### src/rtl/booth_pkg.sv
// Shared definitions for the Booth issue stage: radix-4 digit codes and FSM state encoding.
package booth_pkg;

  localparam logic [2:0] CMP_ZERO = 3'b000;
  localparam logic [2:0] CMP_P1   = 3'b001;
  localparam logic [2:0] CMP_P2   = 3'b010;
  localparam logic [2:0] CMP_M2   = 3'b011;
  localparam logic [2:0] CMP_M1   = 3'b100;

  typedef enum logic {
    ST_IDLE = 1'b0,
    ST_RUN  = 1'b1
  } state_t;

endpackage

### src/rtl/booth_recode.sv
// Radix-4 Booth recoder: one 3-bit multiplier window to one digit code. Purely combinational.
module booth_recode
  import booth_pkg::*;
(
  input  logic [2:0] win,
  output logic [2:0] code
);

  always_comb begin
    code = CMP_ZERO;
    case (win)
      3'b000, 3'b111: code = CMP_ZERO;
      3'b001, 3'b010: code = CMP_P1;
      3'b011:         code = CMP_P2;
      3'b100:         code = CMP_M2;
      3'b101, 3'b110: code = CMP_M1;
      default:        code = CMP_ZERO;
    endcase
  end

endmodule

### src/rtl/booth_issue.sv
// Operand issue stage for the Booth control unit: latches operands, recodes, sequences cu_rst.
// Optional RUN watchdog enabled by defining BOOTH_ISSUE_TIMEOUT_EN.
module booth_issue
  import booth_pkg::*;
#(
  parameter int TIMEOUT = 7
) (
  input  logic       clk,
  input  logic       rst,
  input  logic       in_valid,
  output logic       in_ready,
  input  logic [2:0] in_mcand,
  input  logic [2:0] in_mplier,
  output logic [2:0] mcand_o,
  output logic [2:0] cmp0,
  output logic [2:0] cmp1,
  output logic       cu_rst,
  input  logic       cu_done,
  output logic       op_done,
  output logic       err
);

  state_t     state, state_nxt;
  logic       accept;
  logic       done_nxt;
  logic       err_nxt;
  logic       to_hit;
  logic [2:0] code0, code1;

  assign in_ready = (state == ST_IDLE);
  assign accept   = in_valid & in_ready;

  // Multiplier is sign-extended to 4 bits, so digit 1 sees b2 twice.
  booth_recode u_recode0 (
    .win  ({in_mplier[1:0], 1'b0}),
    .code (code0)
  );

  booth_recode u_recode1 (
    .win  ({in_mplier[2], in_mplier[2], in_mplier[1]}),
    .code (code1)
  );

`ifdef BOOTH_ISSUE_TIMEOUT_EN
  localparam logic [2:0] TO_LIM = 3'(TIMEOUT);
  logic [2:0] cnt;

  // Fires on the edge at which the RUN-cycle count would reach the limit.
  assign to_hit = ((cnt + 3'd1) == TO_LIM);

  always_ff @(posedge clk or negedge rst) begin
    if (!rst) begin
      cnt <= 3'd0;
    end else if (accept) begin
      cnt <= 3'd0;
    end else if (state == ST_RUN) begin
      cnt <= cnt + 3'd1;
    end
  end
`else
  logic unused_timeout;
  assign unused_timeout = ^TIMEOUT;
  assign to_hit         = 1'b0;
`endif

  always_comb begin
    state_nxt = state;
    done_nxt  = 1'b0;
    err_nxt   = 1'b0;
    case (state)
      ST_IDLE: begin
        if (accept) state_nxt = ST_RUN;
      end
      ST_RUN: begin
        // A completion on the same edge as the timeout takes priority.
        if (cu_done) begin
          done_nxt  = 1'b1;
          state_nxt = ST_IDLE;
        end else if (to_hit) begin
          err_nxt   = 1'b1;
          state_nxt = ST_IDLE;
        end
      end
      default: state_nxt = ST_IDLE;
    endcase
  end

  always_ff @(posedge clk or negedge rst) begin
    if (!rst) begin
      state   <= ST_IDLE;
      cu_rst  <= 1'b0;
      op_done <= 1'b0;
      err     <= 1'b0;
    end else begin
      state   <= state_nxt;
      cu_rst  <= (state_nxt == ST_RUN);
      op_done <= done_nxt;
      err     <= err_nxt;
    end
  end

  always_ff @(posedge clk or negedge rst) begin
    if (!rst) begin
      mcand_o <= 3'b000;
      cmp0    <= CMP_ZERO;
      cmp1    <= CMP_ZERO;
    end else if (accept) begin
      mcand_o <= in_mcand;
      cmp0    <= code0;
      cmp1    <= code1;
    end
  end

endmodule

### config.mk
export PLATFORM = sky130hd
export DESIGN_NAME = booth_issue
export DESIGN_NICKNAME = d
export VERILOG_FILES = /design/src/rtl/booth_pkg.sv /design/src/rtl/booth_recode.sv /design/src/rtl/booth_issue.sv
export SDC_FILE = /design/constraint.sdc
export NUM_CORES = 1
export LEC_CHECK = 0
export CAP_MARGIN = 20
export CORE_UTILIZATION = 44
export DETAILED_ROUTE_END_ITERATION = 7
export GPL_ROUTABILITY_DRIVEN = 0
export PLACE_DENSITY = 0.78
export SLEW_MARGIN = 10
export SYNTH_ARGS = -nofsm -noshare
export SYNTH_HDL_FRONTEND = slang
export SYNTH_HIERARCHICAL = 1
export SYNTH_SLANG_ARGS = --single-unit
### constraint.sdc
create_clock -name clk -period 3.11 [get_ports clk]
set_input_delay 0.4665 -clock clk [delete_from_list [all_inputs] [get_ports clk]]
set_output_delay 0.4665 -clock clk [all_outputs]
set_load 0.03 [all_outputs]
Word-level counts from Yosys, hierarchy flattened:

Memory sizes are Yosys's and may differ from the RTL's. A register that Yosys moved wholly into a read port is not among the register bits.
Index checks and enable logic that the tools add are counted.

* register bits: 5
* latch bits: 0
* bits in writable memories: 0
* bits in read-only memories: 48
* input bits: 10
* output and inout port bits: 13
* logic and storage cells: 14
* memories kept: 2

* add/subtract/negate cells: 0
* multipliers: 0
* div/mod/pow operators: 0
* magnitude comparators: 0
* eq/ne operators: 0
* shift operators: 0
* muxes and demuxes: 5
* bitwise logic cells: 2
* reductions and logical operators: 2

Memories
* (name not given): words 8, bits a word 3, read ports 1, clocked after memory_dff 1, write ports 0, line booth_recode.sv:11 `case (win)`
* (name not given): words 8, bits a word 3, read ports 1, clocked after memory_dff 1, write ports 0, line booth_recode.sv:11

Operators with widths (number)
* $mux 1: 4
* $logic_not 1->1: 2
* $pmux 1 s2: 1
* $and 1x1->1: 1
* $not 1->1: 1

Longest topological paths before layout:

* depth in word-level cells: 4
* gate-level depth with buffers: 4
* gate-level depth less buffers: 4

Modules after synthesis:

Netlist, hierarchy kept.

Modules (own cells, without submodules)
* booth_issue: instances 1, cells each 28, area an instance 461.7 um2, seq. area each 275.3 um2
* booth_recode: instances 2, cells each 7, area an instance 62.6 um2, seq. area each 0.0 um2

Worst setup path before layout:

No wires, ideal clock.

* kind: input to register
* start point: input port in_mplier[1]
* end point: register cmp1[0]
* library setup time: 125 ps
* arrival time: 1263 ps
* required time: 2985 ps
* path slack: 1722 ps
* cell stages on the path: 4
* buffers on the path: 0
* path through: inv_1 > ha_1 > mux2_2 > mux2_4

RTL lines
* start, declared: line booth_issue.sv:13 `input logic [2:0] in_mplier,`
* end, declared: line booth_issue.sv:16 `output logic [2:0] cmp1,`

Final worst setup path:

* start point: register state
* end point: output port in_ready

* longest elaborated chain between the ends: 1

Ends and longest elaborated chain
* start, declared: line booth_issue.sv:23 `state_t state, state_nxt;`
* start signal, assigned: line booth_issue.sv:95 `state <= state_nxt;`
* $not 1->1: line booth_issue.sv:30 `assign in_ready = (state == ST_IDLE);`
* end, declared: line booth_issue.sv:11 `output logic in_ready,`

No other way between the ends.

==> results.sh <==
export IMPL_grt_max_degree=12
export IMPL_maxSlewViolCount=0
export IMPL_initial_core_util_pct=50.1
export IMPL_internal_power_mw=0.332
export IMPL_hold_viol_final=0
export IMPL_vias=387
export IMPL_finalSetupViolations=0
export IMPL_final_cells=81
export IMPL_drtIter0Drc=4
export IMPL_cts_resized=0
export IMPL_die_h_um=38.5
export IMPL_grt_pass1_wl_um=1420
export IMPL_slowest_delay_ns=0.67
export IMPL_whs_ns=0.511
export IMPL_dpl_hpwl_um=689
export IMPL_cts_root_buf="clkbuf_4"
export IMPL_yosys_warnings=6
export IMPL_grt_use_total_pct=14.8
export IMPL_avgRoutedWirePerCell_um=11.6
export IMPL_port_buffers=21
export IMPL_insertion_delay_ns=0.26
export IMPL_cp_arrival_ns=1.44
export IMPL_yosys_top_cells_count="dfrtp_1, mux2_4, inv_1"
export IMPL_clkTransAtPathRegs_ns=0.07
export IMPL_synth_compound_area_share_pct=1.49
export IMPL_final_antenna_net_count=0
export IMPL_muxShareOfSynthArea_pct=30.7
export IMPL_place_ws_ns=1.09
export IMPL_antenna_found_initial=0
export IMPL_path_delay_family="buffers and inverters"
export IMPL_final_util_pct=70.8
export IMPL_drc=0
export IMPL_path_buf_inv=2
export IMPL_worstPathMaxFanout=4
export IMPL_switching_share_pct=33.4
export IMPL_cts_hold_fix_buffers=0
export IMPL_synth_area_leaders="dfrtp_1, mux2_4, ha_1"
export IMPL_first_pass_iters=2
export IMPL_p_sw_mw=0.167
export IMPL_fin_crit_ns=1.90
export IMPL_synth_cell_types=12
export IMPL_holdCritPathClass="reg -> reg"
export IMPL_synth_cells=42
export IMPL_dieArea_um2=1480
export IMPL_fin_crit_sh_pct=61.2
export IMPL_numCtsBuffers=3
export IMPL_yosys_area_share_xor_xnor_pct=0
export IMPL_fin_skew_ns=0.00153
export IMPL_grt_pass1_vias=351
export IMPL_seq_area_frac_synth_pct=46.9
export IMPL_synthSimpleGateAreaFrac_pct=4.69
export IMPL_critPathSlowestCell="clkdlybuf4s50_1"
export IMPL_post_route_cell_area_um2=830
export IMPL_cts_tree="done"
export IMPL_avgSynthCellArea_um2=14.0
export IMPL_power_density_nw_per_um2=601
export IMPL_worstSetupStartpointType="flop"
export IMPL_end_kind="output pin"
export IMPL_outcome="complete, no violations"
export IMPL_synth_top_area_share_pct=46.9
export IMPL_io_pins=23
export IMPL_ir_worst_vdd_mv=0.346
export IMPL_worstSetupPathType="reg -> out"
export IMPL_power_share_combinational_pct=42.7
export IMPL_synth_top_family_by_area="multiplexers"
export IMPL_yosysMostFrequentCell="dfrtp_1"
export IMPL_maxSlewHeadroom_pct=55.1
export IMPL_rsz0062_at_grt="false"
export IMPL_synth_edf_count=0
export IMPL_totalWireLength_um=937
export IMPL_cts_sinks=11
export IMPL_crit_chain="inv_1 > clkdlybuf4s50_1"
export IMPL_p_leak_nw=0.403
export IMPL_ys_ff_latch=11
export IMPL_syn_area_um2=587
export IMPL_drive_gt1_share_pct=29.9
export IMPL_placed_cells=77
export IMPL_yosysTopAreaCell="dfrtp_1"
export IMPL_drv_cap=0
export IMPL_nNetsFinal=82
export IMPL_synth_ff_type="dfrtp_1"
export IMPL_synthAdderAreaFrac_pct=8.53
export IMPL_power_frac_seq_pct=38.0
export IMPL_grt_overflow=0
export IMPL_antenna_cells=0
export IMPL_fp_coreArea_um2=1170
export IMPL_clock_power_share_pct=19.3
export IMPL_via_per_inst=4.78
export IMPL_fmax_mhz=525
export IMPL_syn_to_final_growth_pct=41.4
export IMPL_setup_tns_final_ns=0
export IMPL_rows=12
export IMPL_finalPower_mw=0.498
export IMPL_postCtsSetupRepairBufs=0
export IMPL_worstMarginPinSlew_ns=0.670
export IMPL_htreeDepth=1
export IMPL_place_area_um2=803
export IMPL_cp_required_ns=2.64
export IMPL_die_w_um=38.5
export IMPL_fin_ws_ns=1.21
export IMPL_async_flop_share_pct=100
export IMPL_clk_path_buf_depth=2
[sequential cells by signal, summed over array words and instances (netlist names)]
| register | flops |
|---|---|
| mcand_o | 3 |
| state | 1 |
| op_done | 1 |
| cmp1 | 3 |
| cmp0 | 3 |
[cells by family (layout without fill, tap and decap cells)]
| family | after synthesis | after routing |
|---|---|---|
| muxes | 13 | 13 |
| buffers and inverters | 8 | 31 |
| AOI/OAI and AO/OA | 1 | 1 |
| DFF | 11 | 11 |
| other | 1 | 3 |
| and+or+nand+nor | 4 | 4 |
| adders and majority gates | 4 | 4 |
[worst paths after layout]
check,startpoint,endpoint,slack (ns),cells after the start
setup / recovery,state,in_ready,1.21,2
hold / removal,cmp0[1],cmp0[1],0.51,1
setup reg to reg,state,cmp1[2],1.67,2
hold reg to reg,cmp0[1],cmp0[1],0.51,1
max in group asynchronous,rst,mcand_o[2],2.25,1
min in group asynchronous,rst,mcand_o[0],0.53,1
[per-layer routing]
metal	up-vias	wire [um]	track usage, %
met5	-	0	0
met1	185	427	18.9
li1	184	-	-
met2	16	431	22.9
met4	0	13	7.76
met3	2	64	3.49
[power by group through the flow]
| stage | logic, mW | clock network, mW | registers (mW) |
|---|---|---|---|
| floorplan | 0.0715 | 0 | 0.251 |
| global placement | 0.213 | 0 | 0.192 |
| detailed placement | 0.213 | 0 | 0.191 |
| CTS | 0.215 | 0.0983 | 0.190 |
| global route | 0.223 | 0.107 | 0.192 |
| finish | 0.213 | 0.0964 | 0.189 |
[cell type report]
type                    count  area, um2
flip-flops and latches     11        275
well taps                  14       17.5
fillers                    85        342
inverters                   6       22.5
multi-input cells          25        278
repair buffers             21        210
clock buffers               4       26.3
[layout by cell type (no fill, tap or decap), drive strengths merged]
cell type	instances
clkdlybuf4s50	21
mux2	13
dfrtp	11
inv	6
ha	4
clkbuf	4
conb	3
and2	2
nor2b	1
a21o	1
nor2	1
(Power assumes the default switching activity.)
